$ cat src/rtl/branch_pc_unit_if.sv
// Control, comparator and status signals of the branch/PC stage.
// master = the decode/fetch side driving controls, slave = branch_pc_unit.
interface branch_pc_unit_if;
   logic        advance;
   logic        stall;
   logic        branch;
   logic        jump;
   logic        jalr;
   logic [2:0]  funct3;
   logic [31:0] target;
   logic        BrEq;
   logic        BrLT;
   logic        BrUn;
   logic [31:0] pc;
   logic [31:0] pc_plus4;
   logic        pc_valid;
   logic        taken;
   logic        halted;
   logic        misalign_err;
   logic        illegal_err;
   logic        cnt_clr;
   logic [31:0] br_cnt;
   logic [31:0] br_taken_cnt;
   logic [1:0]  state_dbg;

   modport master (
      output advance, stall, branch, jump, jalr, funct3, target, BrEq, BrLT, cnt_clr,
      input  BrUn, pc, pc_plus4, pc_valid, taken, halted, misalign_err, illegal_err,
             br_cnt, br_taken_cnt, state_dbg
   );

   modport slave (
      input  advance, stall, branch, jump, jalr, funct3, target, BrEq, BrLT, cnt_clr,
      output BrUn, pc, pc_plus4, pc_valid, taken, halted, misalign_err, illegal_err,
             br_cnt, br_taken_cnt, state_dbg
   );
endinterface

$ cat src/rtl/branch_pc_unit.sv
// PC stage after the branch comparator: resolves taken/not-taken, registers the
// next PC, halts on misaligned/illegal transfers, and counts conditional branches.
module branch_pc_unit #(
   parameter logic [31:0] RESET_PC = 32'h0000_0000
) (
   input logic              clk,
   input logic              rst_n,
   branch_pc_unit_if.slave  bus
);

   typedef enum logic [1:0] {
      BOOT = 2'd0,
      RUN  = 2'd1,
      HALT = 2'd2
   } state_e;

   state_e      state_q, state_d;
   logic [31:0] pc_q, pc_d;
   logic [31:0] br_cnt_q, br_cnt_d;
   logic [31:0] br_taken_cnt_q, br_taken_cnt_d;
   logic        misalign_q, misalign_d;
   logic        illegal_q, illegal_d;

   logic        cond;
   logic        legal;
   logic        taken;
   logic        retire;
   logic        count_en;
   logic [31:0] eff_target;
   logic [31:0] pc_plus4;
   logic [31:0] next_pc;

   always_comb begin
      cond = 1'b0;
      case (bus.funct3)
         3'b000:          cond = bus.BrEq;
         3'b001:          cond = !bus.BrEq;
         3'b100, 3'b110:  cond = bus.BrLT;
         3'b101, 3'b111:  cond = !bus.BrLT;
         default:         cond = 1'b0;
      endcase
   end

   assign legal      = (bus.funct3[2:1] != 2'b01);
   assign taken      = bus.jump | (bus.branch & cond);
   assign retire     = bus.advance & !bus.stall;
   assign eff_target = bus.jalr ? {bus.target[31:1], 1'b0} : bus.target;
   assign pc_plus4   = pc_q + 32'd4;
   assign next_pc    = taken ? eff_target : pc_plus4;

   // A faulting transfer leaves pc pointing at the offending instruction.
   always_comb begin
      state_d    = state_q;
      pc_d       = pc_q;
      misalign_d = misalign_q;
      illegal_d  = illegal_q;
      count_en   = 1'b0;
      case (state_q)
         BOOT: state_d = RUN;
         RUN: begin
            if (retire) begin
               count_en = bus.branch & !bus.jump & legal;
               if (taken && (eff_target[1:0] != 2'b00)) begin
                  state_d    = HALT;
                  misalign_d = 1'b1;
               end else if (bus.branch && !bus.jump && !legal) begin
                  state_d   = HALT;
                  illegal_d = 1'b1;
               end else begin
                  pc_d = next_pc;
               end
            end
         end
         HALT: state_d = HALT;
         default: state_d = BOOT;
      endcase
   end

   always_comb begin
      br_cnt_d       = br_cnt_q;
      br_taken_cnt_d = br_taken_cnt_q;
      if (bus.cnt_clr) begin
         br_cnt_d       = 32'd0;
         br_taken_cnt_d = 32'd0;
      end else if (count_en) begin
         if (br_cnt_q != 32'hFFFF_FFFF) br_cnt_d = br_cnt_q + 32'd1;
         if (cond && (br_taken_cnt_q != 32'hFFFF_FFFF)) br_taken_cnt_d = br_taken_cnt_q + 32'd1;
      end
   end

   always_ff @(posedge clk or negedge rst_n) begin
      if (!rst_n) begin
         state_q        <= BOOT;
         pc_q           <= RESET_PC;
         misalign_q     <= 1'b0;
         illegal_q      <= 1'b0;
         br_cnt_q       <= 32'd0;
         br_taken_cnt_q <= 32'd0;
      end else begin
         state_q        <= state_d;
         pc_q           <= pc_d;
         misalign_q     <= misalign_d;
         illegal_q      <= illegal_d;
         br_cnt_q       <= br_cnt_d;
         br_taken_cnt_q <= br_taken_cnt_d;
      end
   end

   assign bus.BrUn         = bus.funct3[1];
   assign bus.taken        = taken;
   assign bus.pc           = pc_q;
   assign bus.pc_plus4     = pc_plus4;
   assign bus.pc_valid     = (state_q == RUN);
   assign bus.halted       = (state_q == HALT);
   assign bus.misalign_err = misalign_q;
   assign bus.illegal_err  = illegal_q;
   assign bus.br_cnt       = br_cnt_q;
   assign bus.br_taken_cnt = br_taken_cnt_q;
   assign bus.state_dbg    = state_q;

endmodule
$ cat src/flat_wrapper.sv
// flat-port wrapper written by rule: the top's interface ports become plain ports
module branch_pc_unit_flat 
#(
   parameter logic [31:0] RESET_PC = 32'h0000_0000
)
  (clk, rst_n, bus_advance, bus_stall, bus_branch, bus_jump, bus_jalr, bus_funct3, bus_target, bus_BrEq, bus_BrLT, bus_cnt_clr, bus_BrUn, bus_pc, bus_pc_plus4, bus_pc_valid, bus_taken, bus_halted, bus_misalign_err, bus_illegal_err, bus_br_cnt, bus_br_taken_cnt, bus_state_dbg);
  branch_pc_unit_if bus_i ();
  input logic clk;
  input logic rst_n;
  input wire logic [$bits(bus_i.advance)-1:0] bus_advance;
  input wire logic [$bits(bus_i.stall)-1:0] bus_stall;
  input wire logic [$bits(bus_i.branch)-1:0] bus_branch;
  input wire logic [$bits(bus_i.jump)-1:0] bus_jump;
  input wire logic [$bits(bus_i.jalr)-1:0] bus_jalr;
  input wire logic [$bits(bus_i.funct3)-1:0] bus_funct3;
  input wire logic [$bits(bus_i.target)-1:0] bus_target;
  input wire logic [$bits(bus_i.BrEq)-1:0] bus_BrEq;
  input wire logic [$bits(bus_i.BrLT)-1:0] bus_BrLT;
  input wire logic [$bits(bus_i.cnt_clr)-1:0] bus_cnt_clr;
  output wire logic [$bits(bus_i.BrUn)-1:0] bus_BrUn;
  output wire logic [$bits(bus_i.pc)-1:0] bus_pc;
  output wire logic [$bits(bus_i.pc_plus4)-1:0] bus_pc_plus4;
  output wire logic [$bits(bus_i.pc_valid)-1:0] bus_pc_valid;
  output wire logic [$bits(bus_i.taken)-1:0] bus_taken;
  output wire logic [$bits(bus_i.halted)-1:0] bus_halted;
  output wire logic [$bits(bus_i.misalign_err)-1:0] bus_misalign_err;
  output wire logic [$bits(bus_i.illegal_err)-1:0] bus_illegal_err;
  output wire logic [$bits(bus_i.br_cnt)-1:0] bus_br_cnt;
  output wire logic [$bits(bus_i.br_taken_cnt)-1:0] bus_br_taken_cnt;
  output wire logic [$bits(bus_i.state_dbg)-1:0] bus_state_dbg;
  assign bus_i.advance = bus_advance;
  assign bus_i.stall = bus_stall;
  assign bus_i.branch = bus_branch;
  assign bus_i.jump = bus_jump;
  assign bus_i.jalr = bus_jalr;
  assign bus_i.funct3 = bus_funct3;
  assign bus_i.target = bus_target;
  assign bus_i.BrEq = bus_BrEq;
  assign bus_i.BrLT = bus_BrLT;
  assign bus_i.cnt_clr = bus_cnt_clr;
  assign bus_BrUn = bus_i.BrUn;
  assign bus_pc = bus_i.pc;
  assign bus_pc_plus4 = bus_i.pc_plus4;
  assign bus_pc_valid = bus_i.pc_valid;
  assign bus_taken = bus_i.taken;
  assign bus_halted = bus_i.halted;
  assign bus_misalign_err = bus_i.misalign_err;
  assign bus_illegal_err = bus_i.illegal_err;
  assign bus_br_cnt = bus_i.br_cnt;
  assign bus_br_taken_cnt = bus_i.br_taken_cnt;
  assign bus_state_dbg = bus_i.state_dbg;
  branch_pc_unit #(.RESET_PC(RESET_PC)) u_core (.clk(clk), .rst_n(rst_n), .bus(bus_i));
endmodule
$ cat config.mk
export PLATFORM = sky130hd
export DESIGN_NAME = branch_pc_unit_flat
export DESIGN_NICKNAME = d
export VERILOG_FILES = /design/src/rtl/branch_pc_unit_if.sv /design/src/rtl/branch_pc_unit.sv /design/src/flat_wrapper.sv
export SDC_FILE = /design/constraint.sdc
export NUM_CORES = 1
export LEC_CHECK = 0
export CAP_MARGIN = 30
export CORE_MARGIN = 2
export CORE_UTILIZATION = 52
export CTS_CLUSTER_DIAMETER = 120
export DETAILED_ROUTE_END_ITERATION = 10
export HOLD_SLACK_MARGIN = 0.05
export PLACE_DENSITY = 0.95
export SETUP_SLACK_MARGIN = 0.02
export SYNTH_ARGS = -nofsm -noshare
export SYNTH_HDL_FRONTEND = slang
export SYNTH_SLANG_ARGS = --single-unit
$ cat constraint.sdc
create_clock -name clk -period 4.5 [get_ports clk]
set_clock_uncertainty 0.15 [all_clocks]
set_input_delay 1.35 -clock clk [delete_from_list [all_inputs] [get_ports clk]]
set_output_delay 1.35 -clock clk [all_outputs]
set_load 0.05 [all_outputs]
== Word-level counts from Yosys, hierarchy flattened ==
Index checks and enable logic that the tools add are counted.
Cells by class
  add/sub/neg operators: 3
  multiply operators: 0
  div/mod/pow operators: 0
  $lt $le $gt $ge: 0
  eq/ne operators: 12
  shift-type cells: 0
  muxes and demuxes: 15
  bitwise operators: 7
  reductions and logical operators: 23
Operator list (number)
  32-bit two-way mux: 7
  32-bit by 1-bit adder with 32-bit output, second input constant: 2
  32-bit != test, second input constant: 2
  32-bit by 3-bit adder with 32-bit output, second input constant: 1
  3-bit equality test, second input constant: 4
  4-bit AND reduction: 2
  2-bit nonzero test: 4
  2-bit two-way mux: 3
  2-bit one-hot mux with 3 select lines: 1
  2-bit AND reduction: 3
  1-bit logical NOT: 5
  1-bit AND: 4
  1-bit logical AND: 4
  2-bit by 1-bit != test with 1-bit output, second input constant: 2
  1-bit one-hot mux with 4 select lines: 1
  2-bit OR reduction: 2
  3-bit by 1-bit equality test with 1-bit output, second input constant: 1
  3-bit logical NOT: 1
  1-bit two-way mux: 3
  3-bit by 1-bit != test with 1-bit output, second input constant: 1
  3-bit AND reduction: 1
  2-bit by 1-bit equality test with 1-bit output, second input constant: 1
  2-bit equality test, second input constant: 1
  2-bit logical NOT: 1
  2 further kinds: 3
Storage, ports and cells
  register bits after elaboration: 100
  latch bits: 0
  RAM bits: 0
  memory bits (read-only): 0
  input port bits: 45
  output and inout bits: 136
  logic and storage cells: 66
  memories: 0

== Longest topological paths before layout ==
  depth in word-level cells: 9
  depth in mapped cells: 9
  mapped depth without buffers: 7

== Worst setup path after synthesis ==
No wires, ideal clock.
  kind: input to output
  start: input bus_funct3[2]
  end: output bus_taken
  data arrival time: 2.823 ns
  required time: 3.000 ns
  path slack: 0.177 ns
  stages on the path: 4
  path buffers: 1
  cells stage by stage: or3b_2 > o221a_2 > inv_2 > clkbuf_1
Between the ends
  word-level cells in the longest chain between the ends: 5
  elaborated cells on any way between the ends: 11
  classes of those cells: 5 x eq/ne; 1 x mux; 2 x bitwise; 3 x reduce/logical
RTL lines
  from (decl): RTL line flat_wrapper.sv:15  | input wire logic [$bits(bus_i.funct3)-1:0] bus_funct3;
  3-bit equality test: RTL line branch_pc_unit.sv:35  | case (bus.funct3)
  2-bit OR reduction: RTL line branch_pc_unit.sv:35
  1-bit one-hot mux with 4 select lines *: RTL line branch_pc_unit.sv:35
  1-bit AND *: RTL line branch_pc_unit.sv:45  | assign taken = bus.jump | (bus.branch & cond);
  1-bit OR *: RTL line branch_pc_unit.sv:45
  to (decl): RTL line flat_wrapper.sv:24  | output wire logic [$bits(bus_i.taken)-1:0] bus_taken;
Every way passes the cells marked *; elsewhere a longest branch is shown, timed or not.

== Worst setup path in the final report ==
Ends and elaborated chain as after synthesis.

==> reports/results.txt <==
The flow ran to the end, and the final reports show no timing, DRC or antenna violations. The number of violations reported at the end of detailed-routing iteration 0 is 675, and the post-layout net count is 923. TritonCTS built the clock tree.

Clock tree synthesis inserted a total of 9 buffers. The worst-case IR drop observed on VDD is 0.663 mV. The number of flops mapped to enable cells by yosys was 0; the share of flip-flops with an asynchronous set or reset after synthesis was 100%. Relative area change from synthesis to final layout: 37.0%. The clock passes through at most 2 buffers.

Summed over its instances, the top area cell type makes up 40.1% of the synthesized netlist area. The run gives 51.1% as the combinational group share of total power. The die width is 114 um, and the via total after detailed routing is 6538.

The share of final-layout standard cells stronger than drive strength 1 is 8.10%. In this run the tightest slew margin relative to its limit is 43.4%. The logs give 0 for the number of buffers added for setup after CTS and 1008 for the number of placed instances, taps included.

Yosys printed 0 warnings. The run gives 3 as the deepest level of the CTS H-tree. Net switching is 47.5% of the power. The overall die height was 114 um; the area of the multi-input gates was 3450 um2. Dividing the final minimum period by the clock period gives 98.1%. The synthesized netlist occupies a cell area of 6240 um2. The initial antenna violation count was 0.

Once detail routing completed, the nets flagged for antenna violations numbered 0. Before antenna repair, the detailed router went through 6 iterations. The initialized floorplan defines 40 standard-cell rows.

Setup violations remaining at the end of the flow were counted as 0. Startpoint type of the worst setup path: an input pin. Setup repair after global routing could not meet its margin everywhere. For this design the total switching power over the nets is 0.00216 W.

By area the synthesized netlist is led by sky130_fd_sc_hd__dfrtp_1 40%, sky130_fd_sc_hd__a21oi_1 5.7%, sky130_fd_sc_hd__or4_1 3.9%, sky130_fd_sc_hd__o31ai_1 3.7%, sky130_fd_sc_hd__nand2_1 3.6%. The global-route total usage across every layer is 28.6%, and the final weighted congestion of routability-driven global placement is 0.916. Overall power consumption after layout is estimated at 0.00455 W. The measured slew at the worst slew-check pin is 0.848 ns, and the power density over the cells is 532 nW/um2. Summed over all nets, the half-perimeter wirelength after detailed placement is 13100 um. The reported leakage power is 3.33 nW, and the flip-flop and latch count after synthesis is 100. The placeable core area is 11900 um2, and the number of top-level design ports is 181. The worst-case register-to-register setup slack was 1.45 ns; the via count of the first global-routing pass was 6104.

Entering global routing, the biggest net connects 60 pins. The tools report the total inserted antenna cells as 0. The startpoint identified for the worst hold timing path is u_core.bus.misalign_err. The per-cell routed wire length is 18.0 um. The tool flagged a number of max-cap violations equal to 0. The final total negative setup slack is 0 ns, and the required time of the critical path is 3.00 ns. The number of nets in the synthesized netlist is 757.

The final-report max-slew violation count is 0, and the maximum fanout count along the critical path is 6. By startpoint and endpoint, the worst setup path is classified as in -> out. The startpoint of the worst register-to-register path was u_core.bus.br_cnt[0].

The first-pass GRT wire length is 30000 um. Based on the critical path, the design can be clocked at up to 0.227 GHz. For the unique cell type count in the Yosys netlist, the log shows 69. Internal power comes to 0.00239 W. Clock insertion delay at the later pin of the skew report: 0.35 ns. The most instantiated flip-flop cell in the synthesis netlist was sky130_fd_sc_hd__dfrtp_1.

The tools report the count of endpoints failing hold in the final timing report as 0. The share of synthesized area occupied by flip-flops and latches was 40.1%; the number of fillers in the final layout was 823. For this design, the sink count on the clock tree is 100. Total length of routed wires: 18500 um. The count of hold-fix buffers inserted at cts was 0. After the flow finishes, the layout carries non-filler instances totaling 1024.

Clock-pin slew was measured on the worst setup and hold paths at 0.07 ns. The worst path needs 4.41 ns of the cycle, external delays included. Port buffering added 180 buffers.

For this configuration, the core starts out at a cell density of 52.6%. The run gives 72.0% as the post-layout utilization of the core. The floorplan step defined a die boundary enclosing 12900 um2.

CTS placed an instance of sky130_fd_sc_hd__clkbuf_16 at the clock tree root. The start point of the critical path is bus_funct3[2]. STA classifies the critical path endpoint as an output pin. The sequential cell area in the final layout came out at 2500 um2. Per report_power, the sequential group accounts for 28.4% of the total. Data on the critical path arrives at its endpoint at 2.91 ns. Per report_power, the clock group accounts for 20.5% of the total. Dividing the detail-routed via count by the number of cells gives 6.38. The run gives 0 as the DRC violation count after routing. The class of the worst hold path is reg -> reg. sky130_fd_sc_hd__dfrtp_1 takes more of the synthesized area than any other cell.

For this run the aggregate overflow at the end of global routing stands at 0. The number of standard cells after synthesis came out at 706. In this run the mean area of a mapped cell was 8.83 um2.
critical path: stages:
cell and delay, ns:
sky130_fd_sc_hd__clkdlybuf4s50_1 0.51, sky130_fd_sc_hd__or3b_2 0.51, sky130_fd_sc_hd__o221a_2 0.32, sky130_fd_sc_hd__inv_2 0.09
sky130_fd_sc_hd__buf_12 0.14
layer usage:
layer	global-route usage (%)	vias to the layer above	share of wire, %
met2	45.1	298	48
met5	0	-	0
met1	38.4	3157	41
met4	14.1	0	3.8
met3	4.84	63	6.5
li1	-	3020	-
synth_stat cells (7+ instances only):
| library cell | count |
|---|---|
| sky130_fd_sc_hd__dfrtp_1 | 100 |
| sky130_fd_sc_hd__a21oi_1 | 71 |
| sky130_fd_sc_hd__nand2_1 | 59 |
| sky130_fd_sc_hd__nand3_1 | 41 |
| sky130_fd_sc_hd__or4_1 | 32 |
| sky130_fd_sc_hd__o21ai_0 | 31 |
| sky130_fd_sc_hd__o31ai_1 | 31 |
| sky130_fd_sc_hd__nor2_1 | 27 |
| sky130_fd_sc_hd__nand4_1 | 24 |
| sky130_fd_sc_hd__clkbuf_1 | 23 |
| sky130_fd_sc_hd__inv_1 | 21 |
| sky130_fd_sc_hd__or3_1 | 20 |
| sky130_fd_sc_hd__xnor2_1 | 17 |
| sky130_fd_sc_hd__o21ai_1 | 15 |
| sky130_fd_sc_hd__and3_1 | 14 |
| sky130_fd_sc_hd__nor3_1 | 14 |
| sky130_fd_sc_hd__and4_1 | 13 |
| sky130_fd_sc_hd__buf_2 | 10 |
| sky130_fd_sc_hd__nor4_1 | 10 |
| sky130_fd_sc_hd__o22ai_1 | 10 |
| sky130_fd_sc_hd__a31oi_1 | 8 |
| sky130_fd_sc_hd__a31o_2 | 7 |
| sky130_fd_sc_hd__mux2i_1 | 7 |
| sky130_fd_sc_hd__xor2_1 | 7 |
state kept, by name, summed over array words and instances, names as in the netlist:
signal	count
u_core.bus.state_dbg	2
u_core.bus.pc	32
u_core.bus.br_taken_cnt	32
u_core.bus.illegal_err	1
u_core.bus.misalign_err	1
u_core.bus.br_cnt	32
final timing paths:
check	end	cells after the start
worst max-delay path	bus_taken	5
worst min-delay path	u_core.bus.misalign_err	1
worst max register to register	u_core.bus.br_cnt[2]	8
worst min register to register	u_core.bus.misalign_err	1
max in group asynchronous	u_core.bus.br_taken_cnt[9]	2
min in group asynchronous	u_core.bus.br_cnt[6]	1
power groups by stage:
| stage | sequential [W] | combinational (W) | clock (W) |
|---|---|---|---|
| after global placement | 0.00128 | 0.00228 | 0 |
| final | 0.00129 | 0.00232 | 0.000932 |
| after global routing | 0.00132 | 0.00242 | 0.000981 |
| after detailed placement | 0.00130 | 0.00232 | 0 |
| after CTS | 0.00128 | 0.00233 | 0.000938 |
| after floorplan | 0.00174 | 0.00106 | 0 |
layout make-up:
type,count,share of cell area (%)
multi-input cells,542,40.3
flip-flops and latches,100,29.3
repair buffers,197,23.1
clock buffers,11,2.96
well taps,147,2.15
clock inverters,5,1.24
inverters,22,0.966
stage by stage:
step	worst slack [ns]	instance area, um2	hold WS [ns]
finish	0.0866	8540	0.317
global route	0.0100	8540	0.337
CTS	0.0403	8520	0.316
detailed placement	0.0898	8160	0.299
global placement	0.104	8140	0.287
floorplan	0.177	6240	0.613
logic make-up (layout without fill, tap and decap cells):
logic type / Yosys count / in the layout / share of synthesized area (%)
simple gates: 290 / 290 / 27.1
compound gates: 208 / 208 / 21.1
flops: 100 / 100 / 40.1
buf+inv: 64 / 235 / 4.71
xor+xnor: 24 / 24 / 3.37
mux: 14 / 14 / 2.39
fa+ha+maj: 6 / 6 / 1.20
cells in the final DEF, fill, tap and decap left out, drive strengths merged, types with 7 or more instances in the layout:
cell type and instances:
clkdlybuf4s50 168, xnor2 17, o31ai 32, nor3 16, o21ai 46, or3 20, inv 23, dlymetal6s2s 7
or4 33, clkbuf 11, nor2 27, xor2 7, a31o 7, and3 14, nand2 59, nand4 26
buf 21, a21oi 71, o22ai 10, and4 13, nand3 42, mux2i 7, nor4 12, a31oi 8
mux2 7, dfrtp 100
repair_timing:
item                       4_1_cts  5_1_grt
resized for setup                1        8
setup endpoints to repair        1        9
cloned                           0        0
hold endpoints to repair         0        0
Power figures use the tool's default switching activity.
